<file path="config.mk">
export PLATFORM = sky130hd
export DESIGN_NAME = spybuffer_event_reader
export DESIGN_NICKNAME = d
export VERILOG_FILES = /design/src/rtl/spybuffer_event_reader.sv
export SDC_FILE = /design/constraint.sdc
export NUM_CORES = 1
export LEC_CHECK = 0
export BUFFER_PORTS_ARGS = -buffer_cell sky130_fd_sc_hd__buf_4
export CAP_MARGIN = 20
export CORE_MARGIN = 4
export CORE_UTILIZATION = 53
export CTS_BUF_LIST = sky130_fd_sc_hd__clkbuf_4 sky130_fd_sc_hd__clkbuf_8
export CTS_CLUSTER_DIAMETER = 150
export DETAILED_ROUTE_END_ITERATION = 12
export PLACE_DENSITY = 0.88
export SLEW_MARGIN = 20
export SYNTH_ARGS = -nofsm -noshare
export SYNTH_HDL_FRONTEND = slang
export SYNTH_SLANG_ARGS = --single-unit
export TNS_END_PERCENT = 50
</file>
<file path="constraint.sdc">
create_clock -name clock -period 2.7 [get_ports clock]
set_input_delay 0.405 -clock clock [delete_from_list [all_inputs] [get_ports clock]]
set_output_delay 0.405 -clock clock [all_outputs]
set_load 0.1 [all_outputs]
</file>
<file path="src/rtl/spybuffer_event_reader.sv">
// spybuffer_event_reader: drains one SpyBuffer, checks header/data/footer framing,
// and forwards events on a valid/ready stream with event and error counters.
module spybuffer_event_reader #(
   parameter int         DATA_WIDTH      = 65,
   parameter int         MAX_EVENT_WORDS = 1024,
   parameter logic [7:0] HEADER_TAG      = 8'hAB,
   parameter logic [7:0] FOOTER_TAG      = 8'hCD
) (
   input  logic                  clock,
   input  logic                  reset_n,
   input  logic                  fifo_empty,
   input  logic [DATA_WIDTH-1:0] fifo_read_data,
   output logic                  fifo_read_enable,
   output logic [DATA_WIDTH-1:0] out_data,
   output logic                  out_valid,
   output logic                  out_last,
   input  logic                  out_ready,
   output logic [31:0]           event_count,
   output logic [15:0]           error_count,
   output logic                  in_event
);
   localparam int            CW      = $clog2(MAX_EVENT_WORDS + 2);
   localparam logic [CW-1:0] MAXW    = CW'(MAX_EVENT_WORDS);
   localparam logic [0:0]    S_IDLE  = 1'b0;
   localparam logic [0:0]    S_EVENT = 1'b1;

   logic [2:0][DATA_WIDTH:0] mem_q, mem_d;
   logic [1:0]               wp_q, wp_d, rp_q, rp_d, cnt_q, cnt_d;
   logic                     rd_q, rd_d, ovf_q, ovf_d;
   logic [0:0]               state_q, state_d;
   logic [CW-1:0]            wcnt_q, wcnt_d;
   logic [31:0]              ev_q, ev_d;
   logic [15:0]              err_q, err_d;
   logic [7:0]               tag;
   logic                     flag, hdr, ftr, enq, last, err, pop;

   assign out_valid        = cnt_q != 2'd0;
   assign {out_last, out_data} = out_valid ? mem_q[rp_q] : '0;
   // Slots are reserved at request time, so an inflight word always has room.
   assign fifo_read_enable = reset_n && !fifo_empty && (3'(cnt_q) + 3'(rd_q)) < 3'd3;
   assign event_count      = ev_q;
   assign error_count      = err_q;
   assign in_event         = state_q == S_EVENT;

   always_comb begin
      flag    = fifo_read_data[DATA_WIDTH-1];
      tag     = fifo_read_data[DATA_WIDTH-2 -: 8];
      hdr     = flag && tag == HEADER_TAG;
      ftr     = flag && tag == FOOTER_TAG;
      state_d = state_q;
      wcnt_d  = wcnt_q;
      ovf_d   = ovf_q;
      enq     = 1'b0;
      last    = 1'b0;
      err     = 1'b0;
      if (rd_q) begin
         if (hdr) begin
            enq     = 1'b1;
            err     = state_q == S_EVENT;
            state_d = S_EVENT;
            wcnt_d  = CW'(1);
            ovf_d   = 1'b0;
         end else if (state_q == S_EVENT && (!flag || ftr)) begin
            enq     = 1'b1;
            last    = ftr;
            wcnt_d  = (wcnt_q > MAXW) ? wcnt_q : wcnt_q + CW'(1);
            state_d = ftr ? S_IDLE : S_EVENT;
         end else begin
            err = 1'b1;
         end
      end
      if (enq && wcnt_d > MAXW && !ovf_d) begin
         err   = 1'b1;
         ovf_d = 1'b1;
      end
      pop   = out_valid && out_ready;
      mem_d = mem_q;
      if (enq) mem_d[wp_q] = {last, fifo_read_data};
      wp_d  = enq ? (wp_q == 2'd2 ? 2'd0 : wp_q + 2'd1) : wp_q;
      rp_d  = pop ? (rp_q == 2'd2 ? 2'd0 : rp_q + 2'd1) : rp_q;
      cnt_d = cnt_q + 2'(enq) - 2'(pop);
      rd_d  = fifo_read_enable;
      ev_d  = ev_q + 32'(pop && out_last);
      err_d = (err && err_q != 16'hFFFF) ? err_q + 16'd1 : err_q;
   end

   always_ff @(posedge clock or negedge reset_n) begin
      if (!reset_n) begin
         mem_q   <= '0;
         wp_q    <= '0;
         rp_q    <= '0;
         cnt_q   <= '0;
         rd_q    <= 1'b0;
         state_q <= S_IDLE;
         wcnt_q  <= '0;
         ovf_q   <= 1'b0;
         ev_q    <= '0;
         err_q   <= '0;
      end else begin
         mem_q   <= mem_d;
         wp_q    <= wp_d;
         rp_q    <= rp_d;
         cnt_q   <= cnt_d;
         rd_q    <= rd_d;
         state_q <= state_d;
         wcnt_q  <= wcnt_d;
         ovf_q   <= ovf_d;
         ev_q    <= ev_d;
         err_q   <= err_d;
      end
   end
endmodule

</file>
== Yosys cells after proc, flatten, opt, wreduce, memory -nomap -nowiden ==
Index checks and enable logic that the tools add are counted.

* Bits in registers: 266
* Bits in latches: 0
* RAM bits: 0
* Bits in read-only memories: 0
* Input port bits: 69
* Output and inout bits: 117
* Logic and storage cells: 77
* Memories kept: 0

* $add $sub $neg: 8
* Multipliers: 0
* Divide/modulo/power cells: 0
* Magnitude comparators: 6
* Equal/unequal tests: 5
* Shift-type cells: 0
* Mux-type cells: 28
* Bitwise operators: 0
* Reduce and logical (&&, ||, !) cells: 18

{| class="wikitable"
|+ Operators by type and width
! operator !! count
|-
| $bwmux W198 || 1
|-
| $mux W66 || 3
|-
| $bmux W66 S2 || 1
|-
| $demux W66 S2 || 1
|-
| $mux W11 || 4
|-
| $add A32 B1 Y32 || 1
|-
| $gt A11 B11 Y1 const B || 2
|-
| $add A16 B1 Y16 const B || 1
|-
| $eq A8 B8 Y1 const B || 2
|-
| $mux W1 || 16
|-
| $ne A16 B16 Y1 const B || 1
|-
| $add A11 B1 Y11 const B || 1
|-
| $logic_and A1 B1 Y1 || 11
|-
| $lt A2 B3 Y1 const B || 2
|-
| $add A2 B1 Y2 const B || 2
|-
| $eq A2 B2 Y1 const B || 2
|-
| $mux W2 || 2
|-
| $reduce_bool A2 Y1 || 2
|-
| $add A2 B1 Y3 || 1
|-
| $logic_not A1 Y1 || 3
|-
| $lt A3 B2 Y1 const B || 1
|-
| $add A2 B1 Y2 || 1
|-
| $ge A2 B1 Y1 const B || 1
|-
| $reduce_and A2 Y1 || 1
|-
| 2 further kinds || 2
|}

== Longest topological paths before layout ==
Gate-level depths: netlist of run 1.

* Word-level depth: 12
* Depth in mapped cells: 14
* Depth with buffers taken out: 12

== Worst setup path after synthesis of run 1 ==
Ideal clock, no wire load.

* Path kind: register to register
* Start: reg cnt_q[0]
* End: reg rd_q
* Setup time: 606 ps
* Arrival: 5,641 ps
* Slack: -3,547 ps
* Stages on the path, launching flop included: 4
* Path through: dfrtp_1 -> ha_1 -> ha_1 -> a2111oi_0

* Word-level cells in the longest chain between the ends: 3

{| class="wikitable"
|+ Ends and longest elaborated chain
! what !! line !! RTL
|-
| from (decl) || 28 || <nowiki>logic [1:0] wp_q, wp_d, rp_q, rp_d, cnt_q, cnt_d;</nowiki>
|-
| from (signal assigned) || 103 || <nowiki>cnt_q <= cnt_d;</nowiki>
|-
| $add A2 B1 Y3 || 40 || <nowiki>assign fifo_read_enable = reset_n && !fifo_empty && (3'(cnt_q) + 3'(rd_q)) < 3'd3;</nowiki>
|-
| $lt A3 B2 Y1 || 40 ||
|-
| $logic_and A1 B1 Y1 || 40 ||
|-
| via fifo_read_enable || 13 || <nowiki>output logic fifo_read_enable,</nowiki>
|-
| to (signal assigned) || 104 || <nowiki>rd_q <= rd_d;</nowiki>
|-
| to (decl) || 29 || <nowiki>logic rd_q, rd_d, ovf_q, ovf_d;</nowiki>
|}

The timed path passes the listed nets, and every way through them passes these cells.
A chain may end at the register's enable or synchronous reset.

== Worst setup path in the final report of run 1 ==
* Start: reg rp_q[0]
* End: out out_data[56]

* Word-level cells in the longest chain between the ends: 3

{| class="wikitable"
|+ Ends and longest elaborated chain
! what !! line !! RTL
|-
| from (decl) || 28 ||
|-
| from (signal assigned) || 102 || <nowiki>rp_q <= rp_d;</nowiki>
|-
| $bmux W66 S2 || 38 || <nowiki>assign {out_last, out_data} = out_valid ? mem_q[rp_q] : '0;</nowiki>
|-
| $mux W66 (not written as such) || 38 ||
|-
| $mux W66 || 38 ||
|-
| to (decl) || 14 || <nowiki>output logic [DATA_WIDTH-1:0] out_data,</nowiki>
|}

No other way between the ends. The select of a mux whose other input is x is not followed.

==> flow_metrics.py, run 1 <==
metrics = {
    "timing": {
        "fin_crit_sh_pct": 98.7,
        "setup_viol": 0,
        "clock-skew-final_ns": 0.0225,
        "finalMaxSlewViolations": 0,
        "hold_viol_final": 0,
        "worstMarginPinSlew_ns": 0.852,
        "slew_headroom_pct": 43.2,
        "fmax_mhz": 375,
        "period_minus_slack_ns": 2.66,
        "rsz0062_at_grt": "yes",
    },
    "synthesis": {
        "syn_avg_cell_area_um2": 11.8,
        "yosysSeqAreaShare_pct": 54.0,
        "yosysMostFrequentCell": "dfrtp_1",
        "ys_seq_elements": 266,
        "yosys-top-cells-count": "266 x dfrtp_1, 195 x mux2_2, 154 x nor2_1, 70 x a21oi_1, 69 x mux2i_1",
        "synth_area_um2": 12300,
        "netlist_top_cells_area": "dfrtp_1 54%, mux2_2 18%, mux2i_1 5.6%",
        "syn_inst": 1042,
        "synth_edf_count": 0,
        "syn_nets": 1120,
        "yosys_most_used_dff": "dfrtp_1",
        "yosys.area.top_type_share_pct": 54.0,
        "ys_warn_count": 0,
        "synth.distinct_cells": 52,
        "async_flop_share_pct": 100,
        "synth_area_leader_cell": "dfrtp_1",
    },
    "detailed_routing": {
        "routed_wl_um": 29700,
        "wire_per_inst_um": 18.5,
        "via_per_inst": 5.49,
        "postRouteAntennaNets": 0,
        "dr.first_iter.drc_count": 439,
        "drc": 0,
        "dr.pass1.iters": 5,
        "vias": 8823,
    },
    "critical_path": {
        "start_kind": "register",
        "r2r_slack_ns": 0.07,
        "critPathMaxFanout": 14,
        "crit_required_ns": 2.30,
        "crit_start": "rp_q[0]$_DFFE_PN0P_",
        "crit_path_end_kind": "output port",
        "reg2reg_to": "error_count[1]$_DFFE_PN0P_",
        "crit_arrival_ns": 2.26,
        "endpoint": "out_data[56]",
        "reg2regPathDepth": 10,
        "timing.rr.start": "wcnt_q[2]$_DFF_PN0_",
        "worstSetupPathType": "reg -> out",
    },
    "final_layout": {
        "final_util_pct": 68.6,
        "nets": 1339,
        "diodes": 0,
        "syn2layout_area_growth_pct": 26.7,
        "drive_above_1_share_pct": 44.9,
        "design_area_um2": 15600,
    },
    "floorplanning": {
        "rows": 55,
        "die_x_um": 161,
        "start_util_pct": 54.1,
        "core_area_um2": 22800,
        "pin_count": 186,
        "dieArea_um2": 25800,
        "die_height_um": 161,
    },
    "cts": {
        "cts_buffers": 44,
        "h-tree-depth": 2,
        "clockBufferDepth": 3,
        "clk_pin_slew_ns": 0.06,
        "cts.sinks": 266,
        "cts_tree": "yes",
        "clockRootBuffer": "clkbuf_8",
        "worstSkewPairLatency_ns": 0.54,
    },
    "global_routing": {
        "grtUsageTotal_pct": 22.6,
        "grt-ovfl-total": 0,
        "antenna_found_initial": 0,
        "grt_pass1_wl_um": 48300,
        "grt_pass1_vias": 9382,
        "grt_max_degree": 165,
    },
    "min_path": {
        "min_path_type": "in -> reg",
        "hold_path_depth": 2,
    },
    "status": {
        "status": "finished clean",
    },
    "flow_run": {
        "drv_cap": 0,
    },
    "placed_design": {
        "place_hpwl_um": 18600,
        "gp_congestion": 0.855,
        "post_dp_cell_area_um2": 14500,
        "portBuffers": 185,
    },
}
registers in the layout, summed over array words and instances, names as in the netlist:
register     cells
cnt_q            2
error_count     16
event_count     32
in_event         1
mem_q          198
ovf_q            1
rd_q             1
rp_q             2
wcnt_q          11
wp_q             2
logic make-up after synthesis:
logic type               count (synthesis)  share of synthesized area [%]
AO/OA/AOI/OAI                           87                           4.00
XOR/XNOR                                54                           3.90
adder cells (fa/ha/maj)                  9                          0.913
buffers and inverters                   71                           2.53
flip-flops                             266                           54.0
multiplexers                           265                           23.5
AND/OR/NAND/NOR                        290                           11.2
cells in the final DEF, fill, tap and decap left out, types with 11 or more instances in the layout:
cell and instances:
clkbuf_8 58, xor2_1 13, buf_4 207, nand4_1 15, clkbuf_4 15, a21oi_1 69, inv_1 11, nor2_2 34
dfrtp_1 263, nor2_1 109, xnor2_1 40, nand2_1 36, mux2i_1 69, and3_1 16, nor2_4 11, mux2_2 195
nand3_1 29
through the flow:
step           TNS, ns  setup WS (ns)  std cells  hold slack, ns
2_1_floorplan    -3.35         -0.203       1042           0.109
3_3_place_gp         0         0.0861       1521           0.462
3_5_place_dp         0        0.00506       1521           0.483
4_1_cts              0         0.0332       1600          0.0315
5_1_grt          -1.03         -0.119       1606          0.0189
6_report             0         0.0351       1606          0.0606
worst max-delay path, cell delays in order, from the launching register on:
cell     delay [ns]
dfrtp_4        0.51
buf_4          0.32
mux2i_1        0.23
nor2_1         0.06
a21oi_1        0.29
nor2_4         0.06
buf_4          0.25
worst min path at each step:
stage                                      start  slack [ns]                     end
after floorplan                          reset_n        0.11      cnt_q[0]$_DFF_PN0_
after global placement    mem_q[131]$_DFFE_PN0P_        0.46  mem_q[131]$_DFFE_PN0P_
after detailed placement  mem_q[197]$_DFFE_PN0P_        0.48  mem_q[197]$_DFFE_PN0P_
after CTS                             fifo_empty        0.03          rd_q$_DFF_PN0_
after global routing                  fifo_empty        0.02          rd_q$_DFF_PN0_
final                                 fifo_empty        0.06          rd_q$_DFF_PN0_
routing by layer:
layer / GRT usage [%] / share of wire [%]
met1: 28.7 / 41
met2: 39.7 / 52
met3: 3.82 / 4.2
met4: 7.24 / 2.6
met5: 0 / 0
cell type report:
cell class | instances | area, um^2
clock inverter | 5 | 25.0
sequential | 266 | 6660
timing repair buffer | 231 | 1940
fill | 1608 | 7150
tap | 313 | 392
inverter | 13 | 52.6
multi-input combinational | 705 | 5640
clock buffer | 73 | 911
timing repair:
action	in CTS	in global routing
hold buffers	1	0
pin swaps	1	8
cloned	0	2
setup endpoints to repair	66	28
setup buffers	0	4
hold endpoints to repair	36	0
resized for setup	4	28
Power of run 1 is left out: the tool's default activity adds up to more than one toggle a clock period on the data nets, which glitch-free logic cannot reach.
==> inputs of run 2 (changes only) <==
Settings changed: RECOVER_POWER set to 25.
==> flow_metrics.py, run 2 (same netlist as run 1, synthesis figures left out) <==
metrics = {
    "status": {
        "status": "finished clean",
    },
    "cts": {
        "h-tree-depth": 2,
        "cts.sinks": 266,
        "worstSkewPairLatency_ns": 0.54,
        "cts_tree": "yes",
        "clockRootBuffer": "clkbuf_8",
        "clk_pin_slew_ns": 0.06,
        "cts_buffers": 44,
        "clockBufferDepth": 3,
    },
    "timing": {
        "setup_viol": 0,
        "hold_viol_final": 0,
        "fin_crit_sh_pct": 98.7,
        "fmax_mhz": 375,
        "finalMaxSlewViolations": 0,
        "rsz0062_at_grt": "yes",
        "slew_headroom_pct": 3.03,
        "period_minus_slack_ns": 2.67,
        "worstMarginPinSlew_ns": 1.45,
        "clock-skew-final_ns": 0.0175,
    },
    "final_layout": {
        "design_area_um2": 15600,
        "multi_input_area_um2": 5640,
        "diodes": 0,
        "nets": 1339,
        "top_register": "mem_q",
        "layout_commonest_cell": "dfrtp_1",
        "final_cell_mix": "263 x dfrtp_1, 205 x buf_4, 195 x mux2_2",
        "register_area_um2": 6660,
        "syn2layout_area_growth_pct": 26.5,
        "drive_above_1_share_pct": 44.8,
        "largest_reg_flops": 198,
        "fill_cells": 1615,
    },
    "critical_path": {
        "reg2regPathDepth": 9,
        "cp_slowest_cell": "dfrtp_1",
        "crit_chain": "nand4_1 > nor3_1 > nand3_1 > xor2_1 > o211ai_1 > o31ai_4 > o22ai_4 > nand2_2 > mux2_4",
        "cp.depth": 9,
        "worstSetupPathType": "reg -> reg",
        "crit_start": "wcnt_q[2]$_DFF_PN0_",
        "cpLargestDelayFamily": "simple AND/OR/NAND/NOR gates",
        "start_kind": "register",
        "critPathMaxFanout": 7,
        "timing.rr.start": "wcnt_q[2]$_DFF_PN0_",
        "r2r_slack_ns": 0.03,
        "reg2reg_to": "error_count[1]$_DFFE_PN0P_",
        "slowest_delay_ns": 0.46,
        "crit_path_end_kind": "register",
        "path_buf_inv": 0,
        "crit_arrival_ns": 3.08,
        "crit_required_ns": 3.12,
    },
    "detailed_routing": {
        "drc": 0,
        "dr.pass1.iters": 5,
        "postRouteAntennaNets": 0,
        "dr.first_iter.drc_count": 417,
        "wire_per_inst_um": 18.4,
        "via_per_inst": 5.50,
        "vias": 8835,
        "routed_wl_um": 29600,
    },
    "placed_design": {
        "post_dp_cell_area_um2": 14500,
        "portBuffers": 185,
        "gp_congestion": 0.855,
        "place_hpwl_um": 18600,
    },
    "min_path": {
        "whs_endpoint": "rd_q$_DFF_PN0_",
        "min_path_type": "in -> reg",
        "hold_path_depth": 2,
        "hold_path_startpoint": "fifo_empty",
    },
    "global_routing": {
        "antenna_found_initial": 0,
        "grt_pass1_vias": 9382,
        "grt-ovfl-total": 0,
        "grt_max_degree": 165,
        "grtUsageTotal_pct": 22.6,
        "grt_pass1_wl_um": 48300,
    },
    "floorplanning": {
        "die_x_um": 161,
        "rows": 55,
        "core_area_um2": 22800,
        "pin_count": 186,
        "dieArea_um2": 25800,
        "die_height_um": 161,
        "start_util_pct": 54.1,
    },
    "flow_run": {
        "drv_cap": 0,
    },
}
run 2: metrics by stage:
stage / setup TNS [ns] / std cells / hold slack [ns] / worst slack [ns] / util, %
floorplan: -3.35 / 1042 / 0.109 / -0.203 / -
global placement: 0 / 1521 / 0.462 / 0.0861 / 63.6
detailed placement: 0 / 1521 / 0.483 / 0.00506 / 63.6
CTS: 0 / 1600 / 0.0315 / 0.0332 / 67.8
global route: -1.03 / 1606 / 0.0189 / -0.119 / 68.5
finish: 0 / 1606 / 0.0611 / 0.0341 / 68.5
run 2: final cells by class:
type / instances / share of cell area (%)
clock buffer: 73 / 5.84
inverter: 13 / 0.337
tap: 313 / 2.51
sequential: 266 / 42.7
multi-input combinational: 705 / 36.2
clock inverter: 5 / 0.160
timing repair buffer: 231 / 12.3
run 2: worst max path at each step:
stage                                             to  slack (ns)
after floorplan                         out_data[11]       -0.20
after global placement    error_count[1]$_DFFE_PN0P_        0.09
after detailed placement  error_count[1]$_DFFE_PN0P_       0.005
after CTS                           fifo_read_enable        0.03
after global routing      error_count[1]$_DFFE_PN0P_       -0.12
final                     error_count[1]$_DFFE_PN0P_        0.03
run 2: per-layer routing:
layer | GRT usage (%) | vias up | wire length, um
li1 | - | 4065 | -
met1 | 28.7 | 4469 | 12000
met2 | 39.7 | 226 | 15500
met3 | 3.82 | 75 | 1280
met4 | 7.24 | 0 | 803
met5 | 0 | - | 0
run 2: repair_timing:
item	CTS	global route
cloned	0	2
hold buffers	1	0
pin swaps	1	8
gates resized for setup	4	28
setup buffers	0	4
endpoints found under the hold margin	36	0
endpoints found under the setup margin	66	28
Power of run 2 is left out for the same reason.
